File: config.mk
export PLATFORM = sky130hd
export DESIGN_NAME = fp_mul_mant_norm
export DESIGN_NICKNAME = d
export VERILOG_FILES = /design/src/rtl/fp_mul_mant_norm.sv
export SDC_FILE = /design/constraint.sdc
export NUM_CORES = 1
export LEC_CHECK = 0
export CORE_MARGIN = 2
export CORE_UTILIZATION = 50
export DETAILED_ROUTE_END_ITERATION = 6
export GPL_TIMING_DRIVEN = 0
export HOLD_SLACK_MARGIN = 0.03
export MAX_ROUTING_LAYER = met4
export PLACE_DENSITY = 0.67
export SLEW_MARGIN = 20
export SYNTH_ARGS = -nofsm -noshare
export SYNTH_HDL_FRONTEND = slang
export SYNTH_SLANG_ARGS = --single-unit
File: constraint.sdc
create_clock -name clk_i -period 6.2 [get_ports clk_i]
set_clock_uncertainty 0.2 [all_clocks]
set_input_delay 0.62 -clock clk_i [delete_from_list [all_inputs] [get_ports clk_i]]
set_output_delay 0.62 -clock clk_i [all_outputs]
set_load 0.02 [all_outputs]
File: src/rtl/fp_mul_mant_norm.sv
// Mantissa multiply, normalize and round stage of the FP32 multiplier.
// Accepts operands plus the pre-biased exponent from fp_mul_exp. A radix-2 shift-add
// multiplier runs for one cycle per multiplier bit. The product is then normalized,
// rounded to nearest-even and range-checked, and the packed result is held until the
// downstream handshake completes.
module fp_mul_mant_norm #(
  parameter int unsigned FpWidth   = 32,
  parameter int unsigned ExpWidth  = 8,
  parameter int unsigned MantWidth = 23
) (
  input  logic                clk_i,
  input  logic                rst_ni,
  input  logic                in_valid_i,
  output logic                in_ready_o,
  input  logic [FpWidth-1:0]  mul1_i,
  input  logic [FpWidth-1:0]  mul2_i,
  input  logic [ExpWidth-1:0] exp_in_i,
  output logic                out_valid_o,
  input  logic                out_ready_i,
  output logic [FpWidth-1:0]  result_o,
  output logic                overflow_o,
  output logic                underflow_o
);

  localparam int unsigned SigWidth  = MantWidth + 1;
  localparam int unsigned ProdWidth = 2 * SigWidth;
  localparam int unsigned CntWidth  = $clog2(SigWidth);
  // Two extra bits hold the unbiased-sum range (-125..382) as a signed value.
  localparam int unsigned EWidth    = ExpWidth + 2;

  localparam logic [CntWidth-1:0]      LastCnt = CntWidth'(SigWidth - 1);
  localparam logic [EWidth-1:0]        Bias    = EWidth'((1 << (ExpWidth - 1)) - 1);
  localparam logic [ExpWidth-1:0]      ExpMax  = '1;
  localparam logic signed [EWidth-1:0] EOvf    = EWidth'((1 << ExpWidth) - 1);

  typedef enum logic [1:0] {StIdle, StMul, StNorm, StDone} state_e;
  typedef enum logic [1:0] {ClsNormal, ClsNan, ClsInf, ClsZero} class_e;

  state_e state_q, state_d;

  logic                     sign_q, sign_d;
  logic [SigWidth-1:0]      mant_a_q, mant_a_d;
  logic [SigWidth-1:0]      mant_b_q, mant_b_d;
  logic [ExpWidth-1:0]      exp_in_q, exp_in_d;
  logic signed [EWidth-1:0] e_q, e_d;
  class_e                   cls_q, cls_d;
  logic [ProdWidth-1:0]     acc_q, acc_d;
  logic [CntWidth-1:0]      cnt_q, cnt_d;
  logic [FpWidth-1:0]       res_q, res_d;
  logic                     ovf_q, ovf_d;
  logic                     unf_q, unf_d;

  // Operand field decode, used only on the accept cycle.
  logic [ExpWidth-1:0]  exp_a, exp_b;
  logic [MantWidth-1:0] frac_a, frac_b;
  logic                 zero_a, zero_b, inf_a, inf_b, nan_a, nan_b;
  class_e               in_cls;

  assign exp_a  = mul1_i[FpWidth-2 -: ExpWidth];
  assign exp_b  = mul2_i[FpWidth-2 -: ExpWidth];
  assign frac_a = mul1_i[MantWidth-1:0];
  assign frac_b = mul2_i[MantWidth-1:0];
  // Exponent zero covers both true zero and flushed subnormals.
  assign zero_a = (exp_a == '0);
  assign zero_b = (exp_b == '0);
  assign inf_a  = (exp_a == ExpMax) && (frac_a == '0);
  assign inf_b  = (exp_b == ExpMax) && (frac_b == '0);
  assign nan_a  = (exp_a == ExpMax) && (frac_a != '0);
  assign nan_b  = (exp_b == ExpMax) && (frac_b != '0);

  // Classify the operand pair; NaN outranks Inf outranks zero.
  always_comb begin
    in_cls = ClsNormal;
    if (nan_a || nan_b || (inf_a && zero_b) || (inf_b && zero_a)) begin
      in_cls = ClsNan;
    end else if (inf_a || inf_b) begin
      in_cls = ClsInf;
    end else if (zero_a || zero_b) begin
      in_cls = ClsZero;
    end
  end

  // Normalize and round the finished product.
  logic                     prod_msb;
  logic [MantWidth-1:0]     frac_n;
  logic                     guard, sticky, round_up, carry;
  logic [SigWidth-1:0]      frac_sum;
  logic [MantWidth-1:0]     frac_r;
  logic signed [EWidth-1:0] e_r;
  logic [ExpWidth-1:0]      ef_r;

  assign prod_msb = acc_q[ProdWidth-1];
  assign frac_n   = prod_msb ? acc_q[ProdWidth-2 -: MantWidth] : acc_q[ProdWidth-3 -: MantWidth];
  assign guard    = prod_msb ? acc_q[SigWidth-1] : acc_q[SigWidth-2];
  assign sticky   = prod_msb ? (|acc_q[SigWidth-2:0]) : (|acc_q[SigWidth-3:0]);
  assign round_up = guard & (sticky | frac_n[0]);
  assign frac_sum = {1'b0, frac_n} + SigWidth'(round_up);
  // A carry out of the fraction leaves it all zeros and bumps the exponent.
  assign carry    = frac_sum[MantWidth];
  assign frac_r   = frac_sum[MantWidth-1:0];
  assign e_r      = e_q + EWidth'(prod_msb) + EWidth'(carry);
  assign ef_r     = exp_in_q + ExpWidth'(prod_msb) + ExpWidth'(carry);

  // Final result selection: specials first, then range checks, then the packed value.
  logic [FpWidth-1:0] norm_res;
  logic               norm_ovf, norm_unf;

  always_comb begin
    norm_res = {sign_q, ef_r, frac_r};
    norm_ovf = 1'b0;
    norm_unf = 1'b0;
    case (cls_q)
      ClsNan:  norm_res = {1'b0, ExpMax, 1'b1, (MantWidth - 1)'(0)};
      ClsInf:  norm_res = {sign_q, ExpMax, MantWidth'(0)};
      ClsZero: norm_res = {sign_q, (FpWidth - 1)'(0)};
      default: begin
        if (e_r >= EOvf) begin
          norm_res = {sign_q, ExpMax, MantWidth'(0)};
          norm_ovf = 1'b1;
        end else if (e_r[EWidth-1] || (e_r == '0)) begin
          norm_res = {sign_q, (FpWidth - 1)'(0)};
          norm_unf = 1'b1;
        end
      end
    endcase
  end

  // State register.
  always_ff @(posedge clk_i or negedge rst_ni) begin
    if (!rst_ni) begin
      state_q <= StIdle;
    end else begin
      state_q <= state_d;
    end
  end

  // Next-state logic.
  always_comb begin
    state_d = state_q;
    case (state_q)
      StIdle:  if (in_valid_i) state_d = StMul;
      StMul:   if (cnt_q == LastCnt) state_d = StNorm;
      StNorm:  state_d = StDone;
      StDone:  if (out_ready_i) state_d = StIdle;
      default: state_d = StIdle;
    endcase
  end

  assign in_ready_o  = (state_q == StIdle);
  assign out_valid_o = (state_q == StDone);

  // Datapath next values: latch on accept, shift-add in MUL, capture result in NORM.
  always_comb begin
    sign_d   = sign_q;
    mant_a_d = mant_a_q;
    mant_b_d = mant_b_q;
    exp_in_d = exp_in_q;
    e_d      = e_q;
    cls_d    = cls_q;
    acc_d    = acc_q;
    cnt_d    = cnt_q;
    res_d    = res_q;
    ovf_d    = ovf_q;
    unf_d    = unf_q;
    case (state_q)
      StIdle: begin
        if (in_valid_i) begin
          sign_d   = mul1_i[FpWidth-1] ^ mul2_i[FpWidth-1];
          mant_a_d = {1'b1, frac_a};
          mant_b_d = {1'b1, frac_b};
          exp_in_d = exp_in_i;
          e_d      = EWidth'(exp_a) + EWidth'(exp_b) - Bias;
          cls_d    = in_cls;
          acc_d    = '0;
          cnt_d    = '0;
        end
      end
      StMul: begin
        if (mant_b_q[cnt_q]) begin
          acc_d = acc_q + (ProdWidth'(mant_a_q) << cnt_q);
        end
        cnt_d = (cnt_q == LastCnt) ? '0 : cnt_q + CntWidth'(1);
      end
      StNorm: begin
        res_d = norm_res;
        ovf_d = norm_ovf;
        unf_d = norm_unf;
      end
      default: ;
    endcase
  end

  // Datapath registers.
  always_ff @(posedge clk_i or negedge rst_ni) begin
    if (!rst_ni) begin
      sign_q   <= 1'b0;
      mant_a_q <= '0;
      mant_b_q <= '0;
      exp_in_q <= '0;
      e_q      <= '0;
      cls_q    <= ClsNormal;
      acc_q    <= '0;
      cnt_q    <= '0;
      res_q    <= '0;
      ovf_q    <= 1'b0;
      unf_q    <= 1'b0;
    end else begin
      sign_q   <= sign_d;
      mant_a_q <= mant_a_d;
      mant_b_q <= mant_b_d;
      exp_in_q <= exp_in_d;
      e_q      <= e_d;
      cls_q    <= cls_d;
      acc_q    <= acc_d;
      cnt_q    <= cnt_d;
      res_q    <= res_d;
      ovf_q    <= ovf_d;
      unf_q    <= unf_d;
    end
  end

  assign result_o    = res_q;
  assign overflow_o  = ovf_q;
  assign underflow_o = unf_q;

endmodule

Word level (Yosys, flattened, before mapping):

Cells that the tools add are included.

* register bits after elaboration: 158
* output and inout port bits: 36

* add/subtract/negate cells: 9
* order comparisons: 2
* eq/ne operators: 13
* shift-type cells: 1
* multiplexer cells: 26
* bitwise operators: 3
* reductions and logical operators: 28

Operators by type and width (number)
* 48-bit 2-to-1 mux: 2
* 32-bit case mux with 3 select lines: 1
* 48-bit case mux with 2 select lines: 1
* 31-bit 2-to-1 mux: 2
* 48-bit adder: 1
* 24-bit by 5-bit left shift with 48-bit output: 1
* 23-bit logical NOT: 2
* 23-bit nonzero test: 2
* 23-bit by 1-bit adder with 24-bit output: 1
* 23-bit 2-to-1 mux: 1
* 23-bit OR reduction: 1
* 22-bit OR reduction: 1
* 10-bit by 1-bit adder with 10-bit output: 2
* 8-bit by 1-bit adder with 8-bit output: 2
* 8-bit == test, second input constant: 2
* 8-bit logical NOT: 2
* 2-bit 2-to-1 mux: 6
* 10-bit by 9-bit greater-or-equal comparator with 1-bit output, second input constant: 1
* 10-bit logical NOT: 1
* 5-bit 2-to-1 mux: 2
* 5-bit case mux with 2 select lines: 1
* 9-bit by 7-bit subtractor with 10-bit output, second input constant: 1
* 8-bit by 8-bit adder with 9-bit output: 1
* 2-bit == test, second input constant: 4
* other kinds (19): 41

Depth between registers and ports, before layout:

Gate-level depths: netlist (run 1).

* word-level depth: 11
* gate-level depth with buffers: 22
* gate-level depth less buffers: 20

Least setup slack after synthesis (run 1):

No wires, ideal clock.

* path type: flip-flop to flip-flop
* from: register acc_q[47]
* to: register res_q[0], in the netlist result_o[0]
* setup time: 0.141 ns
* arrival time: 4.230 ns
* slack: 1.629 ns
* cell stages (with the launch flop): 22
* path buffers: 3
* clock period less this slack: 4.571 ns
* cell sequence: dfrtp_1 buf_6 nand2b_4 a21boi_1 nor4b_2 and2b_2 and3_4 and4_1 nand3_1 fa_1 inv_1 ha_1 and4_1 and3_1 a21oi_1 o21a_1 o22ai_1 and3_1 buf_6 nand3b_2 buf_1 o22ai_1

* word-level cells in the longest chain between the ends: 10

RTL lines
* start: declaration: line 47 `logic [ProdWidth-1:0] acc_q, acc_d;`
* start signal: assignment: line 202 `acc_q <= '0;`
* start signal: assignment: line 214 `acc_q <= acc_d;`
* parallel branches: the longest is 8 deep, another holds 23-bit by 1-bit adder with 24-bit output
* 31-bit 2-to-1 mux (*): line 117 `if (e_r >= EOvf) begin`
* 32-bit case mux with 3 select lines (*): line 112 `case (cls_q)`
* end signal: assignment: line 216 `res_q <= res_d;`
* end: declaration: line 49 `logic [FpWidth-1:0] res_q, res_d;`

Every way passes the cells marked *.
A chain may end at the register's enable or synchronous reset.

Worst setup path in the final report (run 1):

* from: register cnt_q[0]
* to: register acc_q[47]

* word-level cells in the longest chain between the ends: 4

RTL lines
* start: declaration: line 48 `logic [CntWidth-1:0] cnt_q, cnt_d;`
* start signal: assignment: line 215 `cnt_q <= cnt_d;`
* 24-bit by 5-bit left shift with 48-bit output or 1-bit binary-select mux with 5-bit select (tied branches): line 180, 179
* 48-bit adder or 1-bit 2-to-1 mux (tied branches): line 180, 179
* 48-bit 2-to-1 mux or 2-bit inequality test (tied branches)
* 48-bit case mux with 2 select lines or 3-bit AND reduction (tied branches)

Several ways; a longest one is shown, not always the timed one. The select of a mux whose other input is x is not followed.

==> summary.md, run 1 <==
| Metric | Value |
|---|---|
| Status | `completed` |
| HPWL reported at the end of detailed placement | `27.4 mm` |
| FMAX | `around 180 MHz` |
| Die height | `approximately 160 um` |
| Largest family of logic cells by synthesized area | `compound AO/OA/AOI/OAI gates` |
| Crit path DAT | `around 5.7 ns` |
| Psw | `3.07 mW` |
| Largest net degree at the start of global routing | `81` |
| RSZ-0062 raised after global routing | `false` |
| Worst Path Max Fanout | `10` |
| CP Launch Type | `flop` |
| Synth Area in XOR/XNOR | `0.0577` |
| Pint | `3.53 mW` |
| DR vias | `between 10k and 15k` |
| Routed WL | `about 35 mm` |
| Post-route setup slack | `0.612 ns` |
| Hold slack | `around 0.29 ns` |
| Core area | `~0.024 mm2` |
| Comb power frac | `0.584` |
| Worst R2R Setup Slack | `0.61 ns` |
| Initial antenna violation count | `0` |
| Tot GR Track Use | `0.285` |
| Number of synthesized flops with an enable pin | `0` |
| FF+latch count, synth | `between 150 and 200` |
| Mapped cell area | `0.0125 mm2` |
| Sw Share | `0.465` |
| Number of global-route vias before repair | `10.9k` |
| CTS resizes | `0` |
| Clock Latency Late Sink | `approximately 0.44 ns` |
| Synth top area share | `0.316` |
| Hold buffer count at CTS | `1` |
| Setup repair bufs after CTS | `0` |
| # IOs | `about 110` |
| Area growth from synthesis to layout | `17.3%` |
| Share of cells above drive strength 1 | `0.132` |
| Starting Density | `0.511` |
| CP Data Required Time | `roughly 6.3 ns` |
| Reg2reg start | `cnt_q[0]` |
| Reg2Reg Capture Point | `acc_q[47]` |
| Final non-filler cell total | `between 1.5k and 2k` |
| Routability cong. | `about 0.98` |
| Reg2Reg Depth | `19` |
| Antenna-violating nets left | `0` |
| Row count | `57` |
| GRT overflow | `0` |
| Post-route minimum period | `about 5.6 ns` |
| Final setup vio count | `0` |
| Critical path class | `reg -> reg` |
| Post-Synth Simple-Gate Area | `0.167` |
| Final Hold Fails | `0` |
| Max IR drop VDD | `between 200 and 300 uV` |
| Syn nets | `between 1.5k and 2k` |
| Worst Setup SP | `cnt_q[0]` |
| Port bufs | `about 110` |
| Lkg Pwr | `6.03 nW` |
| Syn Area/Cell | `8.92 um2` |
| Post-Synth Adder-Cell Area | `0.0818` |
| Synth async-reset ratio | `1.00` |
| MaxCap Viol Count | `0` |
| Area of placed instances | `roughly 0.014 mm2` |
| H-tree depth | `4` |
| # DRC | `0` |
| First-pass DRT Iterations | `5` |
| Proportion of synthesized area in mux cells | `0.127` |
| Diode count | `0` |
| Power density over the cells | `452 mW/mm2` |
| DIE AREA | `0.0262 mm2` |
| # placed instances | `roughly 1.8k` |
| Fin crit share | `0.901` |
| Clock Pin Slew Worst Setup and Hold Paths | `~0.07 ns` |
| Hold path start | `e_q[0]` |
| Clock power share | `0.166` |
| Synth Area in Compound Gates | `0.200` |
| Initial drt markers | `990` |
| Post-route cell area | `between 0.01 and 0.015 mm2` |
| CTS buffer count | `17` |
| Seq/Total Area, Yosys | `0.316` |
| Die W | `~160 um` |
| Largest area contributor in the netlist | `dfrtp_1` |
| CTS tree | `built` |
| Total Power | `roughly 6.6 mW` |
| Routed vias/inst | `approximately 5.8` |
| Worst Setup End Kind | `flop` |
| Warnings from Yosys | `0` |
| Top post-synthesis cells by area | `dfrtp_1, ha_1, mux2_2` |
| Slew Limit Fails | `0` |
| Nets | `around 1.7k` |
| Crit path to | `acc_q[47]` |
| Clk buf depth | `2` |
| Clock tree sinks | `approximately 160` |
| Dpl ws | `~0.73 ns` |
| Worst slew pin tran | `0.796 ns` |
| Filler Cell Count | `2193` |
| Primary FF master, synth | `dfrtp_1` |
| Global-route wire length before repair | `between 50 and 60 mm` |
| Root Driver | `clkbuf_16` |
| Sequential share of power | `0.250` |
| Min-Delay Path Class | `reg -> reg` |
| Distinct cells, synth | `between 90 and 100` |
| Worst rel slew slack | `0.469` |
| Cells after Synth | `1396` |
| Wire length per cell | `between 15 and 20 um` |
[routing by layer]
metal  wire length (um)  GRT usage  share of wire
met5                  0          -              0
met4                868     0.0925          0.025
met3               1460     0.0437          0.042
met2              16400      0.453           0.47
met1              16200      0.374           0.46
[power by group through the flow]
| stage | combinational [mW] | sequential, mW | clock (mW) |
|---|---|---|---|
| floorplan | 2.70 | 1.63 | 0 |
| global placement | 3.77 | 1.65 | 0 |
| detailed placement | 3.81 | 1.67 | 0 |
| CTS | 3.83 | 1.65 | 1.11 |
| global route | 4.24 | 1.70 | 1.15 |
| finish | 3.86 | 1.65 | 1.09 |
[cell usage after synthesis (3+ instances only)]
| library cell | instances |
|---|---|
| o21ai_1 | 12 |
| xor2_1 | 34 |
| buf_6 | 3 |
| inv_1 | 63 |
| and3_1 | 9 |
| nor4_1 | 16 |
| o2111ai_1 | 3 |
| a21o_1 | 35 |
| mux2_2 | 76 |
| o21ai_0 | 84 |
| nand2_1 | 167 |
| a21oi_1 | 84 |
| o211ai_1 | 4 |
| or3_1 | 3 |
| or4_1 | 4 |
| or2_2 | 9 |
| nand3_1 | 37 |
| o21a_1 | 6 |
| and4_1 | 4 |
| ha_1 | 75 |
| o31ai_1 | 26 |
| mux2i_1 | 33 |
| a211o_1 | 3 |
| a211oi_1 | 10 |
| nor3_1 | 9 |
| a22oi_1 | 4 |
| and2_1 | 11 |
| fa_1 | 4 |
| o21bai_1 | 8 |
| nor2_1 | 84 |
| xnor2_1 | 48 |
| clkbuf_1 | 51 |
| a21boi_0 | 5 |
| nand4_1 | 26 |
| o21ai_2 | 3 |
| o41ai_1 | 3 |
| mux4_2 | 17 |
| o221a_2 | 8 |
| a31oi_1 | 9 |
| nand2b_1 | 9 |
| nor2b_1 | 16 |
| o22ai_1 | 36 |
| buf_2 | 19 |
| dfrtp_1 | 157 |
| buf_1 | 5 |
[flip-flops by register name, summed over array words and instances (netlist names)]
register	flops
mant_b_q	23
overflow_o	1
cls_q	2
state_q	2
e_q	10
acc_q	48
cnt_q	5
result_o	32
underflow_o	1
sign_q	1
mant_a_q	24
exp_in_q	8
[cell usage in the layout, fill, tap and decap left out, types with 9 or more instances in the layout]
cell,synthesis,routed
nand2_1,167,167
dfrtp_1,157,157
clkdlybuf4s50_1,0,110
a21oi_1,84,84
nor2_1,84,84
o21ai_0,84,84
mux2_2,76,76
ha_1,75,75
inv_1,63,63
clkbuf_1,51,52
xnor2_1,48,48
nand3_1,37,37
o22ai_1,36,36
a21o_1,35,35
xor2_1,34,34
mux2i_1,33,33
o31ai_1,26,26
nand4_1,26,26
buf_2,19,19
mux4_2,17,17
clkbuf_16,0,17
nor2b_1,16,16
nor4_1,16,16
o21ai_1,12,12
and2_1,11,11
a211oi_1,10,10
or2_2,9,9
nand2b_1,9,9
and3_1,9,9
nor3_1,9,9
a31oi_1,9,9
[worst min path at each step]
stage / end / slack [ns] / cells past startpoint
4_1_cts: e_q[0] / 0.29 / 2
6_report: e_q[0] / 0.29 / 2
5_1_grt: mant_b_q[13] / 0.32 / 1
3_3_place_gp: e_q[0] / 0.27 / 2
3_5_place_dp: e_q[0] / 0.28 / 2
2_1_floorplan: acc_q[0] / 0.12 / 0
[final cells by class]
type | instances | area (um2) | area share
Tap cell | 324 | 405 | 0.0277
Timing Repair Buffer | 113 | 1150 | 0.0790
Sequential cell | 157 | 3930 | 0.269
Clock inverter | 14 | 171 | 0.0117
Inverter | 65 | 244 | 0.0167
Clock buffer | 18 | 429 | 0.0294
Buffer | 83 | 392 | 0.0268
Multi-Input combinational cell | 1091 | 7890 | 0.540
[critical path, cell delays in order (launching register included)]
cell       delay [ns]
dfrtp_1          0.35
buf_2            0.20
buf_2            0.30
buf_2            0.34
buf_2            0.32
mux2i_1          0.26
a21oi_1          0.13
mux2_2           0.34
o21ai_0          0.36
o22ai_1          0.22
ha_1             0.33
clkbuf_1         0.27
nand4_1          0.17
a211o_1          0.33
o2bb2ai_2        0.17
or4_4            0.51
nand3b_2         0.13
nand4_1          0.13
a211o_1          0.33
o211ai_2         0.09
[through the flow]
stage	util	setup TNS (ns)
global route	0.599	0
detailed placement	0.574	0
floorplan	-	0
CTS	0.599	0
global placement	0.573	-354.66
finish	0.599	0
[kinds of logic after synthesis]
family / after synthesis
AND/OR/NAND/NOR: 426
AO/OA/AOI/OAI: 377
flip-flops: 157
buffers and inverters: 148
multiplexers: 127
XOR/XNOR: 82
adder cells (fa/ha/maj): 79
Note: power is estimated with default switching activity, not from simulation.
==> inputs of run 2 (changes only) <==
Settings changed: CORE_MARGIN 2 to 1.5, CTS_CLUSTER_DIAMETER set to 60, PLACE_DENSITY 0.67 to not set, PLACE_DENSITY_LB_ADDON set to 0.3.
==> summary.md, run 2 (synthesis gave the netlist of run 1 again) <==
| Metric | Value |
|---|---|
| Status | `finished, violations left (was completed)` |
| Failing checks | `DRC` |
| Setup Total Neg Slack | `0 ns (unchanged)` |
| Worst rel slew slack | `0.449 (was 0.469)` |
| Setup repair bufs after CTS | `0 (unchanged)` |
| Max stage delay cell, worst path | `clkbuf_1 (was or4_4)` |
| Reg2Reg Depth | `20 (was 19)` |
| Core area | `0.0244 mm2 (unchanged)` |
| Hold path start | `e_q[0] (unchanged)` |
| Critical path's largest stage delay | `0.49 ns (was 0.51 ns)` |
| Clock Latency Late Sink | `0.45 ns (was 0.44 ns)` |
| Power density over the cells | `454 mW/mm2 (was 452 mW/mm2)` |
| H-tree depth | `4 (unchanged)` |
| Number of global-route vias before repair | `10.9k (about the same)` |
| Most common cell on crit path | `o21ai_0 (was buf_2)` |
| Sequential share of power | `0.250 (about the same)` |
| Sw Share | `0.466 (was 0.465)` |
| Port bufs | `111 (unchanged)` |
| FMAX | `176 MHz (was 179 MHz)` |
| Tot GR Track Use | `0.280 (was 0.285)` |
| Hold Path Depth | `2 (unchanged)` |
| HPWL reported at the end of detailed placement | `26.7 mm (was 27.4 mm)` |
| Post-route minimum period | `5.67 ns (was 5.59 ns)` |
| Slew Limit Fails | `0 (unchanged)` |
| Max layer used | `met4 (unchanged)` |
| DIE AREA | `0.0259 mm2 (was 0.0262 mm2)` |
| Area growth from synthesis to layout | `17.5% (was 17.3%)` |
| Final setup vio count | `0 (unchanged)` |
| Routed vias/inst | `5.94 (was 5.85)` |
| Worst Setup End Kind | `flop (unchanged)` |
| Diode count | `0 (unchanged)` |
| Worst R2R Setup Slack | `0.53 ns (was 0.61 ns)` |
| Reg2Reg Capture Point | `acc_q[43] (was acc_q[47])` |
| Antenna-violating nets left | `0 (unchanged)` |
| CTS buffer count | `17 (unchanged)` |
| Largest reg by FF count | `acc_q (unchanged)` |
| # IOs | `112 (unchanged)` |
| Routed WL | `34.3 mm (was 34.9 mm)` |
| Clock power share | `0.167 (was 0.166)` |
| Row count | `57 (unchanged)` |
| First-pass DRT Iterations | `7 (was 5)` |
| Die W | `161 um (was 162 um)` |
| Critical path class | `reg -> reg (unchanged)` |
| Largest net degree at the start of global routing | `95 (was 81)` |
| Lkg Pwr | `6.04 nW (was 6.03 nW)` |
| Hold EP | `e_q[0] (unchanged)` |
| RSZ-0062 raised after global routing | `false (unchanged)` |
| Starting Density | `0.511 (unchanged)` |
| Comb power frac | `0.583 (was 0.584)` |
| Initial antenna violation count | `0 (unchanged)` |
| Most frequent cells in the layout | `nand2_1, dfrtp_1, clkdlybuf4s50_1 (unchanged)` |
| MaxCap Viol Count | `0 (unchanged)` |
| Cell family with most CP delay | `compound AO/OA/AOI/OAI gates (unchanged)` |
| GRT overflow | `0 (unchanged)` |
| Crit path DAT | `5.79 ns (was 5.73 ns)` |
| Clock Pin Slew Worst Setup and Hold Paths | `0.07 ns (about the same)` |
| Die height | `161 um (was 162 um)` |
| DR WL met2 | `16.1 mm (was 16.4 mm)` |
| Global-route wire length before repair | `56.4 mm (was 57.6 mm)` |
| Largest register FFs | `48 (unchanged)` |
| Clock tree sinks | `157 (unchanged)` |
| Initial drt markers | `813 (was 990)` |
| Pint | `3.54 mW (was 3.53 mW)` |
| Psw | `3.09 mW (was 3.07 mW)` |
| Reg2reg start | `cnt_q[1] (was cnt_q[0])` |
| Commonest non-fill, non-tap cell in the layout | `nand2_1 (unchanged)` |
| Final Hold Fails | `0 (unchanged)` |
| Met1 WL | `15.5 mm (was 16.2 mm)` |
| CP Data Required Time | `6.32 ns (was 6.34 ns)` |
| Min-Delay Path Class | `reg -> reg (unchanged)` |
| Met3 routed WL | `2.01 mm (was 1.46 mm)` |
| CP Launch Type | `flop (unchanged)` |
| Nets | `1683 (unchanged)` |
| CTS tree | `built (unchanged)` |
| CP cell instances | `clkbuf_1 -> clkbuf_1 -> clkbuf_1 -> nand2_1 -> o21ai_0 -> o21ai_0 -> o21ai_0 -> o22ai_1 -> ha_1 -> buf_2 -> a21oi_1 -> o21ai_0 -> a221oi_1 -> nand3_1 -> o2bb2ai_2 -> or4_4 -> nand3b_2 -> a21boi_0 -> xor2_1 -> o21ai_1 (was buf_2 -> buf_2 -> buf_2 -> buf_2 -> mux2i_1 -> a21oi_1 -> mux2_2 -> o21ai_0 -> o22ai_1 -> ha_1 -> clkbuf_1 -> nand4_1 -> a211o_1 -> o2bb2ai_2 -> or4_4 -> nand3b_2 -> nand4_1 -> a211o_1 -> o211ai_2)` |
| Share of cells above drive strength 1 | `0.132 (about the same)` |
| Layout Utilization | `0.600 (was 0.599)` |
| Clk buf depth | `2 (unchanged)` |
| Root Driver | `clkbuf_16 (unchanged)` |
| DR vias | `11.1k (was 10.9k)` |
| Max IR drop VDD | `343 uV (was 282 uV)` |
| Routability cong. | `0.963 (was 0.980)` |
| Fin crit share | `0.915 (was 0.901)` |
| CP Buf/Inv Count | `4 (was 5)` |
| Wire length per cell | `18.4 um (was 18.7 um)` |
| Worst slew pin tran | `0.826 ns (was 0.796 ns)` |
| Worst Path Max Fanout | `10 (unchanged)` |
| # DRC | `2 (was 0)` |
## run 2: per-stage QoR
step                hold WS [ns]  setup WS, ns  cell area [um2]  power, mW  cells
floorplan                  0.124          1.63            12500       4.33   1396
global placement           0.267         -2.16            14000       5.38   1831
detailed placement         0.279         0.788            14000       5.46   1832
CTS                        0.296         0.712            14600       6.58   1865
global route               0.321         0.145            14600       7.07   1865
finish                     0.289         0.530            14600       6.63   1865
## run 2: what timing repair did
| action | 4_1_cts | 5_1_grt |
|---|---|---|
| hold buffers | 1 | 0 |
| endpoints found under the hold margin | 63 | 0 |
| gates resized for setup | 0 | 0 |
## run 2: power groups by stage
stage / logic [mW] / clock network [mW] / registers (mW)
global placement: 3.74 / 0 / 1.65
CTS: 3.81 / 1.11 / 1.65
detailed placement: 3.79 / 0 / 1.67
finish: 3.87 / 1.11 / 1.66
global route: 4.22 / 1.15 / 1.70
floorplan: 2.70 / 0 / 1.63
## run 2: worst max-delay path by stage
stage	startpoint	to	slack [ns]	cells past startpoint
floorplan	acc_q[47]	result_o[0]	1.63	21
global placement	rst_ni	acc_q[20]	-2.16	1
detailed placement	cnt_q[1]	acc_q[47]	0.79	18
CTS	cnt_q[1]	acc_q[47]	0.71	18
global route	cnt_q[1]	acc_q[37]	0.14	19
finish	cnt_q[1]	acc_q[43]	0.53	20
## run 2: final cells by class
class                   count  area (um2)
flip-flops and latches    157        3930
clock inverters            14         176
clock buffers              18         439
multi-input cells        1091        7890
repair buffers            113        1150
well taps                 324         405
plain buffers              83         392
inverters                  65         244
fillers                  2150        9760
## run 2: worst reg2reg max path, stage by stage (launching register included)
cell	delay (ns)
dfrtp_1	0.39
clkbuf_1	0.49
clkbuf_1	0.49
clkbuf_1	0.45
nand2_1	0.11
o21ai_0	0.15
o21ai_0	0.23
o21ai_0	0.35
o22ai_1	0.16
ha_1	0.30
buf_2	0.17
a21oi_1	0.19
o21ai_0	0.16
a221oi_1	0.40
nand3_1	0.15
o2bb2ai_2	0.32
or4_4	0.20
nand3b_2	0.12
a21boi_0	0.24
xor2_1	0.20
o21ai_1	0.07
## run 2: per-layer routing
| metal | global-route usage | vias to the layer above |
|---|---|---|
| met4 | 0.0816 | 0 |
| met3 | 0.0413 | 55 |
| li1 | - | 5363 |
| met2 | 0.455 | 351 |
| met1 | 0.364 | 5300 |
| met5 | - | - |
